===== src/rtl/dmem_arbiter.sv =====
// Two-port round-robin arbiter in front of a single-ported data memory.
// One access per three cycles: accept, memory access, response strobe.
module dmem_arbiter #(
    parameter int X_LEN = 32,
    parameter int DEPTH = 1024
) (
    input  logic             clk_i,
    input  logic             rst_i,
    input  logic             p0_valid_i,
    input  logic             p0_we_i,
    input  logic [X_LEN-1:0] p0_addr_i,
    input  logic [X_LEN-1:0] p0_wdata_i,
    output logic             p0_ready_o,
    output logic             p0_rsp_valid_o,
    output logic [X_LEN-1:0] p0_rsp_rdata_o,
    output logic             p0_rsp_err_o,
    input  logic             p1_valid_i,
    input  logic             p1_we_i,
    input  logic [X_LEN-1:0] p1_addr_i,
    input  logic [X_LEN-1:0] p1_wdata_i,
    output logic             p1_ready_o,
    output logic             p1_rsp_valid_o,
    output logic [X_LEN-1:0] p1_rsp_rdata_o,
    output logic             p1_rsp_err_o,
    output logic             mem_we_o,
    output logic [X_LEN-1:0] mem_addr_o,
    output logic [X_LEN-1:0] mem_wdata_o,
    input  logic [X_LEN-1:0] mem_rdata_i
);

    typedef enum logic [1:0] {IDLE, ACCESS, RESP} state_e;

    localparam logic [X_LEN-1:0] DEPTH_W = X_LEN'(DEPTH);

    state_e           state_q, state_d;
    logic             rr_q, rr_d;
    logic             we_q, we_d;
    logic             id_q, id_d;
    logic             err_q, err_d;
    logic [X_LEN-1:0] addr_q, addr_d;
    logic [X_LEN-1:0] wdata_q, wdata_d;
    logic [X_LEN-1:0] rdata_q, rdata_d;

    logic             any_valid;
    logic             win;
    logic [X_LEN-1:0] sel_addr;

    function automatic logic addr_err(input logic [X_LEN-1:0] a);
        return (a[1:0] != 2'b00) || ({2'b00, a[X_LEN-1:2]} >= DEPTH_W);
    endfunction

    // Preferred port wins a tie; a lone requester always wins.
    assign any_valid = p0_valid_i | p1_valid_i;
    assign win       = (p0_valid_i && p1_valid_i) ? rr_q : p1_valid_i;
    assign sel_addr  = win ? p1_addr_i : p0_addr_i;

    always_comb begin
        state_d        = state_q;
        rr_d           = rr_q;
        we_d           = we_q;
        id_d           = id_q;
        err_d          = err_q;
        addr_d         = addr_q;
        wdata_d        = wdata_q;
        rdata_d        = rdata_q;
        p0_ready_o     = 1'b0;
        p1_ready_o     = 1'b0;
        p0_rsp_valid_o = 1'b0;
        p1_rsp_valid_o = 1'b0;
        p0_rsp_rdata_o = '0;
        p1_rsp_rdata_o = '0;
        p0_rsp_err_o   = 1'b0;
        p1_rsp_err_o   = 1'b0;
        mem_we_o       = 1'b0;
        mem_addr_o     = '0;
        mem_wdata_o    = '0;
        unique case (state_q)
            IDLE: begin
                if (any_valid && !rst_i) begin
                    p0_ready_o = ~win;
                    p1_ready_o = win;
                    id_d       = win;
                    we_d       = win ? p1_we_i : p0_we_i;
                    addr_d     = sel_addr;
                    wdata_d    = win ? p1_wdata_i : p0_wdata_i;
                    err_d      = addr_err(sel_addr);
                    rr_d       = ~win;
                    state_d    = ACCESS;
                end
            end
            ACCESS: begin
                mem_we_o    = we_q & ~err_q;
                mem_addr_o  = addr_q;
                mem_wdata_o = wdata_q;
                rdata_d     = (we_q || err_q) ? '0 : mem_rdata_i;
                state_d     = RESP;
            end
            RESP: begin
                p0_rsp_valid_o = ~id_q;
                p1_rsp_valid_o = id_q;
                p0_rsp_rdata_o = id_q ? '0 : rdata_q;
                p1_rsp_rdata_o = id_q ? rdata_q : '0;
                p0_rsp_err_o   = ~id_q & err_q;
                p1_rsp_err_o   = id_q & err_q;
                state_d        = IDLE;
            end
            default: state_d = IDLE;
        endcase
    end

    always_ff @(posedge clk_i) begin
        if (rst_i) begin
            state_q <= IDLE;
            rr_q    <= 1'b0;
            we_q    <= 1'b0;
            id_q    <= 1'b0;
            err_q   <= 1'b0;
            addr_q  <= '0;
            wdata_q <= '0;
            rdata_q <= '0;
        end else begin
            state_q <= state_d;
            rr_q    <= rr_d;
            we_q    <= we_d;
            id_q    <= id_d;
            err_q   <= err_d;
            addr_q  <= addr_d;
            wdata_q <= wdata_d;
            rdata_q <= rdata_d;
        end
    end

endmodule

===== config.mk =====
export PLATFORM = sky130hd
export DESIGN_NAME = dmem_arbiter
export DESIGN_NICKNAME = d
export VERILOG_FILES = /design/src/rtl/dmem_arbiter.sv
export SDC_FILE = /design/constraint.sdc
export NUM_CORES = 1
export LEC_CHECK = 0
export ABC_AREA = 1
export ABC_CLOCK_PERIOD_IN_PS = 4100
export CAP_MARGIN = 20
export CORE_UTILIZATION = 25
export DETAILED_ROUTE_END_ITERATION = 8
export SLEW_MARGIN = 20
export SYNTH_ARGS = -nofsm -noshare
export SYNTH_HDL_FRONTEND = slang
export SYNTH_SLANG_ARGS = --single-unit

===== constraint.sdc =====
create_clock -name clk_i -period 4.1 [get_ports clk_i]
set_clock_uncertainty 0.15 [all_clocks]
set_input_delay 0.615 -clock clk_i [delete_from_list [all_inputs] [get_ports clk_i]]
set_output_delay 0.615 -clock clk_i [all_outputs]
set_load 0.01 [all_outputs]

==> impl_metrics.tcl <==
set metrics [dict create \
    status "complete, no violations" \
    cts_hold_buf 0 \
    place_congestion 0.865 \
    antenna_found_initial 0 \
    finalSetupViolCount 0 \
    initial_core_util 0.255 \
    end_kind "output pin" \
    required_ns 3.34 \
    clkSlewWorstSetupHoldPaths_ns 0.07 \
    drt_first_pass_iters 4 \
    setup_ws_ns 0.557 \
    critPathMaxFanout 35 \
    grt_max_degree 81 \
    synth.cell_area_sq_um 5160 \
    r2r_setup_slack_ns 1.91 \
    dr.first_iter.drc_count 246 \
    synthCells 822 \
    die_h_um 146 \
    hold_path_startpoint "rdata_q[30]" \
    vias 5990 \
    leakage_nw 3.16 \
    grt_setup_unrepaired "no" \
    path_cells "clkdlybuf4s50_1 > o21ai_2 > nor2_8 > inv_4 > nor2_8 > clkdlybuf4s50_1" \
    ys_warn_count 0 \
    drive_above_1_share 0.0329 \
    fmax_mhz 282 \
    rows 52 \
    fin_setup_tns_ns 0 \
    crit_slowest_cell "clkdlybuf4s50_1" \
    peakVddDrop_mv 0.199 \
    hp-class "reg2reg" \
    drv_slew 0 \
    synth_area_leader_cell "dfxtp_1" \
    cp_data_arrival_time_ns 2.78 \
    dieArea_sq_um 21200 \
    ant_nets 0 \
    start_kind "input port" \
    via_per_inst 4.39 \
    dp_hpwl_um 13200 \
    worst_pin_slew_ns 1.03 \
    grt_overflow 0 \
    synth-edff-count 0 \
    synthArstFlopShare 0 \
    syn_avg_cell_area_sq_um 6.28 \
    syn_to_final_growth_pct 67.3 \
    wl_per_cell_um 13.6 \
    grt_pass1_wl_um 29700 \
    cts_tree "built" \
    yosys.area.top_type_share 0.396 \
    drc 0 \
    r2r_cells 9 \
    reg2reg_from "rr_q" \
    numCtsBuffers 9 \
    whs_endpoint "rdata_q[30]" \
    die_w_um 146 \
    post-route-util 0.427 \
    fin_nets 1256 \
    path_class "in2out" \
    synth.net_count 988 \
    cts.sink_count 102 \
    fin_crit_ns 3.54 \
    routed_wl_um 18600 \
    hold_viol 0 \
    ys_seq_area_frac 0.396 \
    min_period_over_period 0.864 \
    r2r_end "wdata_q[5]" \
    fill_cells 2134 \
    core_sq_um 20200 \
    ios 301 \
    synth-seq-cells 102 \
    io_buffers 300 \
    slowest_delay_ns 0.65 \
    num_antenna_cells 0 \
    dp_slack_ns 0.480 \
    slew_headroom 0.313 \
    cts_setup_buffers 0 \
    clock_latency_ns 0.34 \
    cts_repair_resize_count 0 \
    cap_violations 0 \
    yosysUniqueCellTypes 26 \
    cts_buffer_depth 2 \
    grt_pass1_vias 5786 \
    yosys-top-cells-area "dfxtp_1 (40%), nand2_1 (15%), nor2_1 (11%)" \
    holdWs_ns 0.317 \
    ys.flop_type "dfxtp_1" \
    hold_depth 2 \
    ctsRootBufferMaster "clkbuf_16" \
    grt_use_total 0.173 \
    power_density_nw_per_um2 293 \
    cts_max_level 3 \
]
-- placed cells by master (no fill, tap or decap) --
cell type	count
inv_4	1
nor3_2	1
clkbuf_1	2
o21ai_0	43
or2_1	1
nand2_2	1
nand2_4	2
nand3_1	8
nor2_1	158
a21boi_2	1
clkinv_4	2
a31oi_1	36
nand2_1	212
inv_1	119
a211oi_1	2
nand3b_1	12
buf_4	10
nor2_8	3
o21ai_2	1
a21oi_1	61
clkinvlp_4	1
o211a_1	1
buf_2	1
inv_2	1
clkbuf_16	9
dfxtp_1	102
o21ai_1	3
clkdlybuf4s50_1	299
bufinv_16	1
clkinv_2	1
-- layer usage --
layer,track usage,share of wire
met5,0,0
met4,0.0474,0.011
met3,0.0404,0.064
met2,0.304,0.47
met1,0.211,0.45
-- power breakdown --
part | total [mW] | internal, mW | switching [mW]
Combinational | 0.554 | 0.273 | 0.281
Sequential | 1.10 | 1.07 | 0.0349
Clock | 0.874 | 0.476 | 0.398
-- synthesized netlist by cell type (2+ instances only) --
master	instances
a211oi_1	2
a21oi_1	61
a31oi_1	36
buf_1	14
buf_2	9
buf_4	5
buf_6	2
clkbuf_1	23
dfxtp_1	102
inv_1	119
nand2_1	213
nand3_1	8
nand3b_1	12
nor2_1	158
nor2_8	3
o21ai_0	43
o21ai_1	3
-- cell type report --
type,instances,area (sq um),share of cell area
Multi-Input combinational cell,546,2430,0.281
Clock buffer,11,233,0.0270
Inverter,121,457,0.0529
Tap cell,270,338,0.0391
Clock inverter,5,60.1,0.00696
Timing Repair Buffer,310,3070,0.356
Sequential cell,102,2040,0.237
-- state kept, by name (all words and copies together), names as in the netlist --
name and flops:
state_q 2, err_q 1, rr_q 1, rdata_q 32, wdata_q 32, we_q 1
id_q 1, addr_q 32
-- kinds of logic after synthesis --
logic type	synth area share
buf+inv	0.136
simple gates	0.312
flops	0.396
compound gates	0.156
-- worst max-delay path by stage --
stage                    start         end  slack, ns  depth (start not counted)
floorplan                rst_i  p0_ready_o       1.90                          7
global placement    p1_valid_i  p0_ready_o       0.51                          6
detailed placement  p1_valid_i  p0_ready_o       0.48                          6
CTS                 p1_valid_i  p0_ready_o       0.49                          6
global route        p1_valid_i  p0_ready_o       0.41                          6
finish              p1_valid_i  p0_ready_o       0.56                          6
-- worst max-delay path, delay by kind of cell --
kind                   cells  cell delay, ns
AOI/OAI and AO/OA          1            0.15
buffers and inverters      3            1.42
and+or+nand+nor            2            0.56
-- per-stage QoR --
step                      instances  area [sq um]  power (mW)
after floorplan                 822          5160        1.40
after global placement         1349          8340        1.68
after detailed placement       1349          8340        1.68
after CTS                      1365          8630        2.57
after global routing           1365          8630        2.67
final                          1365          8630        2.53
Power figures use the tool's default switching activity.
==> variant (same flow settings) <==
`X_LEN`: 32 -> 64.
--- a/src/rtl/dmem_arbiter.sv
+++ b/src/rtl/dmem_arbiter.sv
@@ -1,7 +1,7 @@
 // Two-port round-robin arbiter in front of a single-ported data memory.
 // One access per three cycles: accept, memory access, response strobe.
 module dmem_arbiter #(
-    parameter int X_LEN = 32,
+    parameter int X_LEN = 64,
     parameter int DEPTH = 1024
 ) (
     input  logic             clk_i,
Interface: changed (9 resized); port bits go from 301 to 589. No check against the original RTL was run, so the function may have changed too.
==> variant against the unedited design <==
Worst setup slack better by 0.097 ns. Count of clock-buffer cells in the layout is 10 higher. Register-to-register slack worse by 0.07 ns. Wire length is 140% higher. Sequential cell count is 96 higher. Power is 94% higher. Final area is 95% higher. Synthesized area is 93% higher. Synthesized cell count is 98% higher. Critical path type is now reg2out. Highest routed layer is now met5.
==> variant: results <==
set metrics [dict create \
    status "finished, final reports clean" \
    h-tree-depth 4 \
    nets 2469 \
    drt-vias-per-instance 4.48 \
    dp_hpwl_um 33300 \
    grt_antenna_before_repair 2 \
    top_regs "addr_q x64, rdata_q x64, wdata_q x64" \
    grt_usage 0.213 \
    portBuffers 588 \
    yosys-top-cells-area "dfxtp_1 40%, nand2_1 18%, nor2_1 12%, inv_1 8.6%, a31oi_1 5.1%" \
    cts_buffers 17 \
    p_leak_uw 0.00605 \
    dr.pass1.iters 5 \
    grt_max_degree 102 \
    gp_congestion 0.936 \
    layout_setup_ws_ns 0.655 \
    ys_seq_area_frac 0.398 \
    arrival_ns 2.68 \
    clk_latency_ns 0.44 \
    ys_top_cells_by_count "481 x nand2_1, 316 x nor2_1, 229 x inv_1" \
    syn_nets 1955 \
    drive_above_1_share 0.0292 \
    irDropWorstVdd_mv 0.274 \
    r2r_slack_ns 1.84 \
    drtIter0Drc 807 \
    synth.distinct_cells 20 \
    grt_pass1_vias 11600 \
    hp-start "addr_q[25]" \
    regToRegEndpoint "wdata_q[3]" \
    hold_end "addr_q[25]" \
    critPathMaxStageDelay_ns 0.59 \
]
==> variant: worst max-delay path by stage <==
stage | cells past startpoint | startpoint | end
2_1_floorplan | 6 | p1_valid_i | p0_ready_o
3_5_place_dp | 5 | p0_valid_i | p1_ready_o
3_3_place_gp | 5 | p0_valid_i | p1_ready_o
5_1_grt | 7 | state_q[0] | p0_rsp_rdata_o[43]
6_report | 8 | state_q[1] | p1_rsp_rdata_o[59]
4_1_cts | 7 | state_q[0] | p0_rsp_rdata_o[43]
==> variant: cell families after synthesis <==
group | synth area share
AOI/OAI and AO/OA | 0.139
DFF | 0.398
and+or+nand+nor | 0.328
buffers and inverters | 0.134
==> variant: final cells by class <==
class                      count  area (sq um)
tap                          518           648
timing repair buffer         609          6090
multi-input combinational   1086          4680
antenna                        1          2.50
clock buffer                  21           460
fill                        4069         22200
inverter                     231           867
sequential                   198          3960
clock inverter                11          98.8
==> variant: per-layer routing <==
metal | global-route usage | vias up | share of wire
met5 | 0 | - | 0.00029
met1 | 0.257 | 5516 | 0.42
met2 | 0.366 | 423 | 0.49
met4 | 0.0639 | 2 | 0.022
met3 | 0.0569 | 51 | 0.068
li1 | - | 5990 | -
==> variant: power by group through the flow <==
stage	logic, uW	registers, uW	clock network, uW
after floorplan	531	2160	0
after global placement	1110	2180	0
after detailed placement	1120	2180	0
after CTS	1120	2140	1710
after global routing	1220	2160	1780
final	1110	2140	1660
==> variant: stage by stage <==
step           hold slack [ns]  std cells  cell area [sq um]
3_5_place_dp             0.301       2642              16300
5_1_grt                  0.334       2675              16800
3_3_place_gp             0.299       2642              16300
4_1_cts                  0.316       2674              16800
6_report                 0.315       2675              16800
2_1_floorplan            0.286       1629               9960
==> variant: worst reg2reg max path: stages (launching register included) <==
cell and delay [ns]:
dfxtp_1 0.32, inv_2 0.06, nand2_1 0.10, nand2_2 0.35, nor2_4 0.23, buf_4 0.59, nand2_1 0.21, a31oi_1 0.18
